<file path="src/rtl/i2c_target.sv">
// I2C target with a 16x8 register file: pointer byte, then write data or read data with auto-increment.
// Host side reads the registers combinationally and sees each I2C write as a one-cycle pulse.
module i2c_target #(
  parameter logic [6:0] ADDRESS = 7'h51
) (
  input  logic       clock,
  input  logic       reset,
  input  logic       sclIn,
  input  logic       sdaIn,
  output logic       sclOut,
  output logic       sdaOut,
  input  logic [3:0] hostAddr,
  output logic [7:0] hostData,
  output logic       wrValid,
  output logic [3:0] wrAddr,
  output logic [7:0] wrData,
  output logic       busy
);

  typedef enum logic [3:0] {
    IDLE, ADDR, ADDR_ACK, PTR, PTR_ACK, WDATA, WDATA_ACK, RDATA, RACK
  } state_t;

  logic       scl_s1_q, scl_s1_d, scl_s2_q, scl_s2_d, scl_prev_q, scl_prev_d;
  logic       sda_s1_q, sda_s1_d, sda_s2_q, sda_s2_d, sda_prev_q, sda_prev_d;
  state_t     state_q, state_d;
  logic [7:0] shifter_q, shifter_d;
  logic [2:0] bit_cnt_q, bit_cnt_d;
  logic [3:0] ptr_q, ptr_d;
  logic [7:0] regs_q [16];
  logic [7:0] regs_d [16];
  logic       sda_out_q, sda_out_d;
  logic       wr_valid_q, wr_valid_d;
  logic [3:0] wr_addr_q, wr_addr_d;
  logic [7:0] wr_data_q, wr_data_d;
  logic       busy_q, busy_d;

  logic       scl_rise, scl_fall, start_ev, stop_ev;
  logic [7:0] shift_in;
  logic [3:0] ptr_inc;

  assign scl_rise = scl_s2_q & ~scl_prev_q;
  assign scl_fall = ~scl_s2_q & scl_prev_q;
  assign start_ev = scl_s2_q & scl_prev_q & sda_prev_q & ~sda_s2_q;
  assign stop_ev  = scl_s2_q & scl_prev_q & ~sda_prev_q & sda_s2_q;
  assign shift_in = {shifter_q[6:0], sda_s2_q};
  assign ptr_inc  = ptr_q + 4'd1;

  always_comb begin
    scl_s1_d   = sclIn;
    scl_s2_d   = scl_s1_q;
    scl_prev_d = scl_s2_q;
    sda_s1_d   = sdaIn;
    sda_s2_d   = sda_s1_q;
    sda_prev_d = sda_s2_q;
    state_d    = state_q;
    shifter_d  = shifter_q;
    bit_cnt_d  = bit_cnt_q;
    ptr_d      = ptr_q;
    regs_d     = regs_q;
    sda_out_d  = sda_out_q;
    wr_valid_d = 1'b0;
    wr_addr_d  = wr_addr_q;
    wr_data_d  = wr_data_q;
    busy_d     = busy_q;

    if (stop_ev) begin
      state_d   = IDLE;
      sda_out_d = 1'b1;
      busy_d    = 1'b0;
    end else if (start_ev) begin
      state_d   = ADDR;
      bit_cnt_d = '0;
      sda_out_d = 1'b1;
    end else begin
      unique case (state_q)
        ADDR: if (scl_rise) begin
          shifter_d = shift_in;
          bit_cnt_d = bit_cnt_q + 3'd1;
          if (bit_cnt_q == 3'd7) begin
            if (shift_in[7:1] == ADDRESS) begin
              state_d = ADDR_ACK;
              busy_d  = 1'b1;
            end else begin
              state_d = IDLE;
            end
          end
        end
        // ACK phase: first SCL fall pulls SDA low, the fall ending the ACK clock moves on
        ADDR_ACK, PTR_ACK, WDATA_ACK: if (scl_fall) begin
          if (sda_out_q) begin
            sda_out_d = 1'b0;
          end else begin
            sda_out_d = 1'b1;
            bit_cnt_d = '0;
            if (state_q == ADDR_ACK) begin
              if (shifter_q[0]) begin
                state_d   = RDATA;
                shifter_d = regs_q[ptr_q];
                sda_out_d = regs_q[ptr_q][7];
              end else begin
                state_d = PTR;
              end
            end else begin
              state_d = WDATA;
            end
          end
        end
        PTR: if (scl_rise) begin
          shifter_d = shift_in;
          bit_cnt_d = bit_cnt_q + 3'd1;
          if (bit_cnt_q == 3'd7) begin
            ptr_d   = shift_in[3:0];
            state_d = PTR_ACK;
          end
        end
        WDATA: if (scl_rise) begin
          shifter_d = shift_in;
          bit_cnt_d = bit_cnt_q + 3'd1;
          if (bit_cnt_q == 3'd7) begin
            regs_d[ptr_q] = shift_in;
            wr_valid_d    = 1'b1;
            wr_addr_d     = ptr_q;
            wr_data_d     = shift_in;
            ptr_d         = ptr_inc;
            state_d       = WDATA_ACK;
          end
        end
        RDATA: begin
          if (scl_fall) sda_out_d = shifter_q[7];
          if (scl_rise) begin
            shifter_d = {shifter_q[6:0], 1'b0};
            bit_cnt_d = bit_cnt_q + 3'd1;
            if (bit_cnt_q == 3'd7) state_d = RACK;
          end
        end
        RACK: begin
          if (scl_fall) sda_out_d = 1'b1;
          if (scl_rise) begin
            ptr_d = ptr_inc;
            if (!sda_s2_q) begin
              shifter_d = regs_q[ptr_inc];
              bit_cnt_d = '0;
              state_d   = RDATA;
            end else begin
              sda_out_d = 1'b1;
              state_d   = IDLE;
            end
          end
        end
        default: ;
      endcase
    end
  end

  always_ff @(posedge clock) begin
    if (reset) begin
      scl_s1_q   <= 1'b1;
      scl_s2_q   <= 1'b1;
      scl_prev_q <= 1'b1;
      sda_s1_q   <= 1'b1;
      sda_s2_q   <= 1'b1;
      sda_prev_q <= 1'b1;
      state_q    <= IDLE;
      shifter_q  <= '0;
      bit_cnt_q  <= '0;
      ptr_q      <= '0;
      for (int unsigned i = 0; i < 16; i++) regs_q[i] <= '0;
      sda_out_q  <= 1'b1;
      wr_valid_q <= 1'b0;
      wr_addr_q  <= '0;
      wr_data_q  <= '0;
      busy_q     <= 1'b0;
    end else begin
      scl_s1_q   <= scl_s1_d;
      scl_s2_q   <= scl_s2_d;
      scl_prev_q <= scl_prev_d;
      sda_s1_q   <= sda_s1_d;
      sda_s2_q   <= sda_s2_d;
      sda_prev_q <= sda_prev_d;
      state_q    <= state_d;
      shifter_q  <= shifter_d;
      bit_cnt_q  <= bit_cnt_d;
      ptr_q      <= ptr_d;
      regs_q     <= regs_d;
      sda_out_q  <= sda_out_d;
      wr_valid_q <= wr_valid_d;
      wr_addr_q  <= wr_addr_d;
      wr_data_q  <= wr_data_d;
      busy_q     <= busy_d;
    end
  end

  assign sclOut   = 1'b1;
  assign sdaOut   = sda_out_q;
  assign hostData = regs_q[hostAddr];
  assign wrValid  = wr_valid_q;
  assign wrAddr   = wr_addr_q;
  assign wrData   = wr_data_q;
  assign busy     = busy_q;

endmodule

</file>
<file path="config.mk">
export PLATFORM = sky130hd
export DESIGN_NAME = i2c_target
export DESIGN_NICKNAME = d
export VERILOG_FILES = /design/src/rtl/i2c_target.sv
export SDC_FILE = /design/constraint.sdc
export NUM_CORES = 1
export LEC_CHECK = 0
export BUFFER_PORTS_ARGS = -buffer_cell sky130_fd_sc_hd__buf_2
export CAP_MARGIN = 25
export CORE_MARGIN = 10
export CORE_UTILIZATION = 25
export CTS_BUF_LIST = sky130_fd_sc_hd__clkbuf_8
export CTS_CLUSTER_SIZE = 12
export DETAILED_ROUTE_END_ITERATION = 8
export GPL_TIMING_DRIVEN = 0
export PLACE_DENSITY_LB_ADDON = 0.2
export SKIP_CTS_REPAIR_TIMING = 1
export SKIP_LAST_GASP = 1
export SLEW_MARGIN = 20
export SYNTH_ARGS = -nofsm -noshare
export SYNTH_HDL_FRONTEND = slang
export SYNTH_SLANG_ARGS = --single-unit
</file>
<file path="constraint.sdc">
create_clock -name clock -period 3.3 [get_ports clock]
set_clock_uncertainty 0.15 [all_clocks]
set_input_delay 0.165 -clock clock [delete_from_list [all_inputs] [get_ports clock]]
set_output_delay 0.165 -clock clock [all_outputs]
set_load 0.01 [all_outputs]
</file>
=== Word level (Yosys, flattened, before mapping) ===
Cells that the tools add are included.

* Flip-flop bits (word level): 168
* Bits in latches: 0
* Bits in writable memories: 0
* ROM bits: 0
* Bits of input ports: 8
* Output and inout port bits: 24
* Word-level logic and storage cells: 179
* Memories: 0

* $add $sub $neg: 2
* Multipliers: 0
* Divide/modulo/power cells: 0
* Magnitude comparators: 4
* Equality and inequality tests: 39
* Shift-type cells: 0
* Mux-type cells: 61
* Bitwise operators: 18
* Reduce and logical (&&, ||, !) cells: 22

{| class="wikitable"
|+ Operators with widths
! operator !! number
|-
| 128-bit bitwise mux || 1
|-
| 8-bit two-way mux || 15
|-
| 8-bit binary-select mux with 4-bit select || 3
|-
| 4-bit two-way mux || 17
|-
| 3-bit inequality test, second input constant || 12
|-
| 8-bit demux with 4-bit select || 1
|-
| 8-bit one-hot mux with 4 select lines || 1
|-
| 2-bit inequality test, second input constant || 15
|-
| 3-bit two-way mux || 8
|-
| 4-bit one-hot mux with 6 select lines || 1
|-
| 12-bit AND reduction || 2
|-
| 4-bit by 3-bit equality test with 1-bit output, second input constant || 4
|-
| 5-bit greater-or-equal comparator, second input constant || 3
|-
| 4-bit inverter with 5-bit output || 3
|-
| 4-bit one-hot mux with 3 select lines || 1
|-
| 11-bit AND reduction || 1
|-
| 1-bit two-way mux || 10
|-
| 10-bit AND reduction || 1
|-
| 5-bit AND reduction || 2
|-
| 3-bit one-hot mux with 3 select lines || 1
|-
| 3-bit OR reduction || 3
|-
| 4-bit by 2-bit equality test with 1-bit output, second input constant || 2
|-
| 1-bit inverter || 8
|-
| 8-bit AND reduction || 1
|-
| 22 further kinds || 30
|}

=== Longest topological paths before layout ===
* Depth after elaboration: 9
* Depth in mapped cells: 13
* Depth with buffers taken out: 7

=== Worst setup path after synthesis ===
OpenSTA, ideal clock, no wires.

* Kind: reg2reg
* Start: register ptr_q[1]
* End: register shifter_q[4]
* Setup time: 128 ps
* Data arrival time: 3,260 ps
* Required time: 3,022 ps
* Setup slack: -237 ps
* Stages on the path, launching flop included: 14
* Path buffers: 6
* Period minus slack after synthesis: 3,537 ps
* Cell sequence: dfxtp_1 buf_2 clkbuf_1 buf_1 inv_1 ha_1 clkbuf_1 clkbuf_1 clkbuf_1 mux4_2 mux2i_1 o22ai_1 o22ai_1 nor2_1

* Word-level cells in the longest chain between the ends: 9
* Elaborated cells on any way between the ends: 16
* Classes of those cells: 1 x add/sub; 13 x mux; 2 x bitwise

{| class="wikitable"
|+ RTL lines
! item !! RTL line !! text
|-
| start: declaration || 29 || <nowiki>logic [3:0] ptr_q, ptr_d;</nowiki>
|-
| start signal: assignment || 184 || <nowiki>ptr_q <= ptr_d;</nowiki>
|-
| parallel branches: the longest is 8 deep, another holds 4-bit by 1-bit adder with 4-bit output || -- ||
|-
| 8-bit one-hot mux with 4 select lines (*) || 76 || <nowiki>unique case (state_q)</nowiki>
|-
| end signal: assignment || 182 || <nowiki>shifter_q <= shifter_d;</nowiki>
|-
| end: declaration || 27 || <nowiki>logic [7:0] shifter_q, shifter_d;</nowiki>
|}

Mark *: on every way between the ends. The select of a mux whose other input is x is not followed.
A chain may end at the register's enable or synchronous reset.

=== Final worst setup path ===
* Start: register ptr_q[1]
* End: register shifter_q[2]

The elaborated chain is that of the path after synthesis.

==> impl_metrics.json <==
{
  "finalMaxSlewViolations": 0,
  "grt_max_degree": 19,
  "clk_latency_ps": 500,
  "dr_total_vias": 7549,
  "yosys.area_share.simple": 0.126,
  "critPathMaxFanout": 10,
  "worstSetupPathType": "reg2reg",
  "nets": 960,
  "power.ir.vdd_worst_mv": 0.187,
  "syn_nets": 912,
  "synth_top_area_share": 0.351,
  "synth-async-reset-ratio": 0,
  "r2r_start": "ptr_q[1]",
  "setup.worst_path.start": "ptr_q[1]",
  "r2r-end": "shifter_q[2]",
  "initial_utilization": 0.254,
  "yosys.area_share.xor_xnor": 0.00365,
  "rsz0062_at_grt": "no",
  "p_leak_nw": 4.50,
  "synth_top_cell_by_area": "dfxtp_1",
  "grt_util_all_layers": 0.140,
  "r2r_cells": 12,
  "ys_seq_area_frac": 0.351,
  "layout_commonest_cell": "dfxtp_1",
  "fin_ws_ps": 128,
  "die_h_um": 216,
  "synth_seq_cells": 168,
  "overflow": 0,
  "r2r_slack_ps": 130,
  "powerDensity_nw_per_um2": 364,
  "syn_area_um2": 9590,
  "min_period_ps": 3170,
  "pre_cts_ws_ps": -1990,
  "synth_edf_count": 0,
  "synth_adder_area_share": 0.00888,
  "synth_top_family_by_area": "multiplexers",
  "grt_pass1_wl_mm": 49.2,
  "timing.fmax_mhz": 315,
  "status": "finished, final reports clean",
  "hold_violations": 0,
  "post-route-util": 0.289,
  "globalplace.congestion": 0.875,
  "tritoncts": "built",
  "ant_nets": 0,
  "rows": 71,
  "worstPathRequired_ps": 3520,
  "synth_cell_types": 61,
  "startpoint_type": "flop",
  "syn_inst": 898,
  "cts-root-buf": "clkbuf_8",
  "die_w_um": 216,
  "synth.area.mux_share": 0.403,
  "area_delta_synth_final_pct": 13.9,
  "numCtsBuffers": 17,
  "critPathCaptureType": "flop",
  "synth-compound-area-share": 0.0654,
  "yosysWarnings": 0,
  "fin_crit_sh": 0.961,
  "cts.path.max_buffers": 2,
  "final_cell_mix": "dfxtp_1, nor2_1, mux2i_1",
  "synth_area_leaders": "dfxtp_1, mux4_2, mux2i_1",
  "core-area_um2": 37800,
  "antenna_found_initial": 0,
  "routed_wl_mm": 33.0,
  "diodes": 0,
  "port_buffers": 26,
  "htreeDepth": 4,
  "ios": 32,
  "drcViolationCount": 0,
  "hold_path_class": "in2reg",
  "finalSetupViolCount": 0,
  "hold_ws_ps": 133,
  "wl_per_cell_um": 22.4,
  "first_pass_iters": 5,
  "power_mw": 3.98,
  "max_cap_viol_count": 0,
  "drive_above_1_share": 0.217,
  "dominantRegCellSynth": "dfxtp_1",
  "clk_pin_slew_ps": 110,
  "slew_headroom": 0.327,
  "critical_path_arrival_ps": 3390,
  "crit_path_end": "shifter_q[2]",
  "dp_hpwl_mm": 24.8,
  "tightest_slew_ps": 1010,
  "synth.avg_cell_area_um2": 10.7,
  "die_area_um2": 46600,
  "viasPerCell": 5.14,
  "timing.setup.tns_ps": 0,
  "grt_pass1_vias": 7501,
  "cts_num_sinks": 168,
  "drt-initial-drc-count": 572
}
==> flip-flops by register name (all words and copies together) (netlist names) <==
name,flops
regs_q,128
shifter_q,8
wrData,8
ptr_q,4
state_q,4
wrAddr,4
bit_cnt_q,3
busy,1
scl_prev_d,1
scl_prev_q,1
scl_s1_q,1
sdaOut,1
sda_prev_d,1
sda_prev_q,1
sda_s1_q,1
wrValid,1
==> cell usage after synthesis, types with 3 or more instances <==
| library cell | count |
|---|---|
| nand2_1 | 44 |
| a211oi_1 | 5 |
| o22ai_1 | 13 |
| a22oi_1 | 12 |
| nor3_1 | 3 |
| nand2b_1 | 5 |
| nor2b_1 | 7 |
| o21ai_0 | 10 |
| nand4_1 | 10 |
| a2111oi_0 | 4 |
| a21oi_1 | 34 |
| and4_1 | 3 |
| mux4_2 | 104 |
| inv_1 | 8 |
| buf_2 | 13 |
| nand3_1 | 17 |
| buf_1 | 10 |
| clkbuf_1 | 59 |
| dfxtp_1 | 168 |
| nor2_1 | 159 |
| ha_1 | 6 |
| or2_2 | 6 |
| mux2i_1 | 151 |
==> cell families after synthesis <==
| logic type | after synthesis |
|---|---|
| AO/OA/AOI/OAI | 95 |
| flip-flops | 168 |
| XOR/XNOR | 4 |
| multiplexers | 256 |
| buffers and inverters | 96 |
| other | 1 |
| adder cells (fa/ha/maj) | 7 |
| AND/OR/NAND/NOR | 271 |
==> worst max-delay path, stage by stage, from the launching register on <==
cell	delay (ps)
dfxtp_1	380
clkbuf_4	270
buf_6	230
buf_6	230
inv_1	110
ha_4	350
buf_6	200
buf_6	230
mux4_2	370
mux2i_1	150
o22ai_1	100
o22ai_1	190
nor2_1	70
==> where the power goes <==
part | total [mW] | internal (mW) | leakage, nW | switching (mW)
Combinational | 0.248 | 0.0708 | 2.93 | 0.177
Sequential | 2.04 | 2.04 | 1.35 | 0.00798
Clock | 1.68 | 0.721 | 0.218 | 0.962
==> final cells by class <==
class	instances	area [µm²]
Sequential cell	168	3360
Fill cell	3976	26800
Buffer	86	398
Inverter	9	33.8
Tap cell	511	639
Multi-Input combinational cell	634	5870
Clock inverter	15	203
Timing Repair Buffer	30	176
Clock buffer	17	234
==> per-layer routing <==
layer	part of all wire	wire length, µm	GRT usage	vias up
met3	0.037	1220	0.0242	40
met4	0.019	638	0.0390	0
li1	-	-	-	3436
met5	0	0	0	-
met2	0.47	15500	0.225	179
met1	0.47	15600	0.188	3894
==> metrics by stage <==
| stage | std cells | area (µm²) |
|---|---|---|
| 6_report | 1470 | 10900 |
| 5_1_grt | 1470 | 10900 |
| 4_1_cts | 1468 | 10800 |
| 3_5_place_dp | 1436 | 10400 |
| 3_3_place_gp | 1435 | 10400 |
| 2_1_floorplan | 898 | 9590 |
==> how the worst min path moves through the flow <==
stage | end | start | slack [ps] | depth (start not counted)
final | ptr_q[0] | reset | 130 | 3
after global routing | ptr_q[0] | reset | 170 | 3
after CTS | scl_s1_q | sclIn | -330 | 2
after detailed placement | scl_s1_q | sclIn | 200 | 2
after global placement | scl_s1_q | sclIn | 200 | 2
after floorplan | scl_s1_q | sclIn | 120 | 1
No activity file was read; power rests on OpenSTA's default activity.
